<file path="config.mk">
export PLATFORM = sky130hd
export DESIGN_NAME = latch_capture
export DESIGN_NICKNAME = d
export VERILOG_FILES = /design/src/rtl/latch_pkg.sv /design/src/rtl/latch_capture_sync_chain.sv /design/src/rtl/latch_capture.sv
export SDC_FILE = /design/constraint.sdc
export NUM_CORES = 1
export LEC_CHECK = 0
export BUFFER_PORTS_ARGS = -buffer_cell sky130_fd_sc_hd__buf_2
export CELL_PAD_IN_SITES_DETAIL_PLACEMENT = 1
export CELL_PAD_IN_SITES_GLOBAL_PLACEMENT = 1
export CORE_UTILIZATION = 40
export DETAILED_ROUTE_END_ITERATION = 10
export PLACE_DENSITY_LB_ADDON = 0.05
export RECOVER_POWER = 25
export SYNTH_ARGS = -nofsm -noshare
export SYNTH_HDL_FRONTEND = slang
export SYNTH_HIERARCHICAL = 1
export SYNTH_SLANG_ARGS = --single-unit
</file>
<file path="constraint.sdc">
create_clock -name clock -period 2.05 [get_ports clock]
set_input_delay 0.3075 -clock clock [delete_from_list [all_inputs] [get_ports clock]]
set_output_delay 0.3075 -clock clock [all_outputs]
set_load 0.02 [all_outputs]
</file>
<file path="src/rtl/latch_pkg.sv">
// Shared types and default sizing for the tr_latch capture stage.
package latch_pkg;

    localparam int DEF_WIDTH       = 8;
    localparam int DEF_SYNC_STAGES = 2;
    localparam int DEF_CNT_W       = 8;
    localparam int DEF_BITCNT_W    = $clog2(DEF_WIDTH);

    typedef enum logic {
        IDLE = 1'b0,
        FILL = 1'b1
    } state_t;

    // Bits needed to index a bit position inside a frame of the given width.
    function automatic int bitcnt_width(input int width);
        return $clog2(width);
    endfunction

endpackage

</file>
<file path="src/rtl/latch_capture_sync_chain.sv">
// Multi-flop synchroniser for a single asynchronous input; reusable for any such signal.
module sync_chain
    import latch_pkg::*;
#(
    parameter int SYNC_STAGES = DEF_SYNC_STAGES
) (
    input  logic clock,
    input  logic reset,
    input  logic d,
    output logic q
);

    logic [SYNC_STAGES-1:0] chain_r;

    // Shift the asynchronous input through the metastability chain.
    always_ff @(posedge clock) begin
        if (reset) begin
            chain_r <= '0;
        end else begin
            chain_r <= {chain_r[SYNC_STAGES-2:0], d};
        end
    end

    assign q = chain_r[SYNC_STAGES-1];

endmodule

</file>
<file path="src/rtl/latch_capture.sv">
// Synchronises tr_latch q_out, detects/counts its edges and deserialises it
// into frames delivered over a valid/ready handshake.
module latch_capture
    import latch_pkg::*;
#(
    parameter int WIDTH       = DEF_WIDTH,
    parameter int SYNC_STAGES = DEF_SYNC_STAGES,
    parameter int CNT_W       = DEF_CNT_W
) (
    input  logic             clock,
    input  logic             reset,
    input  logic             q_in,
    input  logic             sample_en,
    input  logic             clear_cnt,
    input  logic             frame_ready,
    output logic [WIDTH-1:0] frame_data,
    output logic             frame_valid,
    output logic             edge_rise,
    output logic             edge_fall,
    output logic [CNT_W-1:0] edge_count,
    output logic             overrun
);

    localparam int                   BITCNT_W = bitcnt_width(WIDTH);
    localparam logic [BITCNT_W-1:0]  LAST_BIT = BITCNT_W'(WIDTH - 1);
    localparam logic [CNT_W-1:0]     CNT_MAX  = '1;

    logic                sync_s;
    logic                prev_r;
    state_t              state_r;
    logic [WIDTH-1:0]    shreg_r;
    logic [BITCNT_W-1:0] bitcnt_r;
    logic [WIDTH-1:0]    next_frame_s;
    logic                complete_s;
    logic                take_s;

    sync_chain #(
        .SYNC_STAGES(SYNC_STAGES)
    ) u_sync (
        .clock (clock),
        .reset (reset),
        .d     (q_in),
        .q     (sync_s)
    );

    assign next_frame_s = {shreg_r[WIDTH-2:0], sync_s};

    // Frame completion and whether the frame register can take a new frame this cycle.
    always_comb begin
        complete_s = 1'b0;
        take_s     = 1'b0;
        if ((state_r == FILL) && sample_en && (bitcnt_r == LAST_BIT)) begin
            complete_s = 1'b1;
        end else begin
            complete_s = 1'b0;
        end
        if (!frame_valid || frame_ready) begin
            take_s = 1'b1;
        end else begin
            take_s = 1'b0;
        end
    end

    // Registered edge pulses and the saturating transition counter.
    always_ff @(posedge clock) begin
        if (reset) begin
            prev_r     <= 1'b0;
            edge_rise  <= 1'b0;
            edge_fall  <= 1'b0;
            edge_count <= '0;
        end else begin
            prev_r    <= sync_s;
            edge_rise <= sync_s & ~prev_r;
            edge_fall <= ~sync_s & prev_r;
            if (clear_cnt) begin
                edge_count <= '0;
            end else if ((sync_s != prev_r) && (edge_count != CNT_MAX)) begin
                edge_count <= edge_count + CNT_W'(1);
            end
        end
    end

    // Deserialiser FSM plus frame register; a completed frame that cannot be held is dropped.
    always_ff @(posedge clock) begin
        if (reset) begin
            state_r     <= IDLE;
            shreg_r     <= '0;
            bitcnt_r    <= '0;
            frame_data  <= '0;
            frame_valid <= 1'b0;
            overrun     <= 1'b0;
        end else begin
            overrun <= 1'b0;
            case (state_r)
                IDLE: begin
                    if (sample_en) begin
                        state_r <= FILL;
                    end
                end
                FILL: begin
                    if (sample_en) begin
                        shreg_r <= next_frame_s;
                        if (bitcnt_r == LAST_BIT) begin
                            bitcnt_r <= '0;
                        end else begin
                            bitcnt_r <= bitcnt_r + BITCNT_W'(1);
                        end
                    end else begin
                        state_r  <= IDLE;
                        shreg_r  <= '0;
                        bitcnt_r <= '0;
                    end
                end
                default: begin
                    state_r  <= IDLE;
                    shreg_r  <= '0;
                    bitcnt_r <= '0;
                end
            endcase

            if (complete_s) begin
                if (take_s) begin
                    frame_data  <= next_frame_s;
                    frame_valid <= 1'b1;
                end else begin
                    overrun <= 1'b1;
                end
            end else if (frame_valid && frame_ready) begin
                frame_valid <= 1'b0;
            end
        end
    end

endmodule

</file>
==> impl_metrics.yaml <==
routing:
  wl_per_cell_um: 13.9
  drt_iter0_drc: 54
  drc: 0
  viasPerCell: 5.27
  vias: 1185
  firstDrtPassIters: 4
  totalWireLength_um: 3140
  final_antenna_net_count: 0
placement:
  dp_cells: 218
  port-buffer-count: 25
  place_area_sq_um: 1540
  gp_congestion: 0.717
  dp_hpwl_um: 2180
sta:
  max_freq_mhz: 567
  slew-limit-headroom_pct: 18.0
  rsz0062_at_grt: "false"
  post-route-period-util_pct: 86.0
  fin_setup_tns_ns: 0
  fin_skew_ns: 0.0157
  hold_viol: 0
  tightest_slew_ns: 1.23
  slew_viol_final: 0
  setup_viol: 0
  period_needed_ns: 1.76
worst_hold_path:
  holdPathEnd: "u_sync/chain_r[0]"
  hold_class: "input port to flop"
  min_from: "q_in"
  whs_path_depth: 2
final_layout:
  nNetsFinal: 190
  final_cell_area_sq_um: 1620
  syn2layout_area_growth_pct: 16.2
  post-route-util_pct: 48.6
  layout-drive-gt1-share_pct: 18.4
  fill_cells: 418
  mostFrequentLayoutCells: "dfxtp_1, buf_2, a21oi_1, nand3_1"
  diodes: 0
  layout_commonest_cell: "dfxtp_1"
  post_layout_nonfiller_instances: 225
floorplanning:
  core-area_sq_um: 3340
  ios: 26
  rows: 21
  die_y_um: 61.1
  chipWidth_um: 61.1
  initial_core_util_pct: 41.8
  die_area_sq_um: 3730
worst_setup_path:
  rr_startpoint: "u_sync/chain_r[1]"
  crit_family: "simple AND/OR/NAND/NOR gates"
  end_kind: "flop"
  critPathKind: "flop to flop"
  path_cells: "inv_1 > ha_1 > nand3b_1 > or4b_1 > o211a_1"
  cp.required_ns: 2.30
  r2r_setup_slack_ns: 0.29
  crit_fanout: 5
  path_buf_inv: 1
  startpoint_type: "flop"
  critPathArrivalTime_ns: 2.01
  worst_path_largest_cell_delay_ns: 0.49
  r2r_cells: 5
  reg2reg_to: "edge_count[6]"
  crit_slowest_cell: "or4b_1"
clock_tree:
  cts_root_buf: "clkbuf_4"
  post_cts_resized: 0
  clk_pin_slew_ns: 0.11
  post_cts_buffers: 0
  cts_buffers: 5
  htreeDepth: 2
  clock_sinks: 34
  hold_buffers: 0
  clock_latency_ns: 0.34
  cts_tree: "built"
  clock_path_buffers: 2
grt:
  grt_pass1_wl_um: 5010
  overflow: 0
  grt_pass1_vias: 1044
  antenna_found_initial: 0
  grt_max_degree: 30
  grt_usage_pct: 19.2
pwr:
  p_sw_uw: 257
  power_density_nw_per_um2: 756
  peakVddDrop_uv: 437
  switching_share_pct: 21.0
  p_seq_share_pct: 54.8
  combinationalPowerShare_pct: 4.0
  p_leak_nw: 0.662
  clockPowerShare_pct: 41.2
  p_int_uw: 970
synthesis:
  netlist-cell-type-count: 30
  syn_area_sq_um: 1400
  syn_nets: 166
  synthCells: 155
  synth-seq-cells: 34
  syn_avg_cell_area_sq_um: 9.00
  synth_warnings: 6
  ys_seq_area_share_pct: 48.8
outcome:
  status: "finished clean"
job:
  maxCapViolCount: 0
==> kinds of logic (layout without fill, tap and decap cells) <==
kind of cell / Yosys count / in the layout / synth area share (%)
mux: 3 / 3 / 2.15
simple gates: 62 / 62 / 25.0
flops: 34 / 34 / 48.8
buf+inv: 13 / 37 / 4.21
fa+ha+maj: 5 / 5 / 4.48
compound gates: 38 / 38 / 15.3
==> sequential cells by signal, indices dropped and copies added (netlist names) <==
signal and count:
edge_count 8, overrun 1, shreg_r 7, edge_fall 1
u_sync/chain_r 2, frame_valid 1, prev_r 1, edge_rise 1
bitcnt_r 3, frame_data 8, state_r 1
==> worst register-to-register path, cell delays in order (launching register included) <==
cell	delay, ns
dfxtp_1	0.39
inv_1	0.08
ha_1	0.33
nand3b_1	0.24
or4b_1	0.49
o211a_1	0.14
==> area by class of cell <==
type / instances / area (sq um) / area share [%]
Timing Repair Buffer: 26 / 131 / 8.10
Inverter: 4 / 15.0 / 0.926
Tap cell: 46 / 57.6 / 3.55
Clock inverter: 1 / 30.0 / 1.85
Clock buffer: 6 / 51.3 / 3.16
Multi-Input combinational cell: 108 / 656 / 40.4
Sequential cell: 34 / 681 / 42.0
==> worst max path at each step <==
stage	start	to	slack, ns	depth (start not counted)
global route	u_sync/chain_r[1]	edge_count[6]	0.18	5
detailed placement	u_sync/chain_r[1]	edge_count[6]	0.30	5
CTS	u_sync/chain_r[1]	edge_count[6]	0.27	5
global placement	u_sync/chain_r[1]	edge_count[6]	0.36	5
finish	u_sync/chain_r[1]	edge_count[6]	0.29	5
floorplan	u_sync/chain_r[1]	edge_count[6]	0.41	5
==> power by group through the flow <==
stage | clock, mW | combinational, mW | sequential [mW]
detailed placement | 0 | 0.0489 | 0.687
CTS | 0.523 | 0.0497 | 0.672
finish | 0.506 | 0.0488 | 0.672
global route | 0.561 | 0.0549 | 0.674
global placement | 0 | 0.0477 | 0.687
floorplan | 0 | 0.0351 | 0.687
==> cells in the mapped netlist <==
| cell type | count | area share [%] |
|---|---|---|
| dfxtp_1 | 34 | 49 |
| a21oi_1 | 22 | 7.9 |
| nand3_1 | 19 | 6.8 |
| nand2b_1 | 10 | 4.5 |
| o21ai_0 | 10 | 3.6 |
| nand2_1 | 8 | 2.2 |
| nor2b_1 | 7 | 3.1 |
| clkbuf_1 | 6 | 1.6 |
| ha_1 | 5 | 4.5 |
| inv_1 | 4 | 1.1 |
| nor2_1 | 4 | 1.1 |
| mux2i_1 | 3 | 2.2 |
| a211oi_1 | 2 | 1.1 |
| and3_1 | 2 | 0.90 |
| nand4b_1 | 2 | 1.3 |
| nor3_1 | 2 | 0.72 |
| o211a_1 | 2 | 1.4 |
| a2111o_1 | 1 | 0.81 |
| and4_1 | 1 | 0.63 |
| buf_2 | 1 | 0.36 |
| buf_6 | 1 | 0.81 |
| clkbuf_2 | 1 | 0.36 |
| nand3b_1 | 1 | 0.54 |
| nor3b_1 | 1 | 0.54 |
| nor4_1 | 1 | 0.45 |
| o21bai_1 | 1 | 0.54 |
| or2_4 | 1 | 0.63 |
| or3_1 | 1 | 0.45 |
| or4_1 | 1 | 0.54 |
| or4b_1 | 1 | 0.72 |
==> layer usage <==
metal / GRT usage, % / vias up / part of all wire [%]
met3: 8.40 / 5 / 4.0
met5: 0 / - / 0
li1: - / 591 / -
met2: 27.3 / 25 / 45
met4: 6.82 / 0 / 1.5
met1: 26.0 / 564 / 50
==> per-stage QoR <==
step | total power [mW] | hold slack, ns | worst slack, ns
after floorplan | 0.722 | 0.379 | 0.414
final | 1.23 | 0.193 | 0.287
after CTS | 1.25 | 0.181 | 0.270
after global placement | 0.735 | 0.425 | 0.364
after detailed placement | 0.736 | 0.432 | 0.298
after global routing | 1.29 | 0.195 | 0.181
No activity file was read; power rests on OpenSTA's default activity.
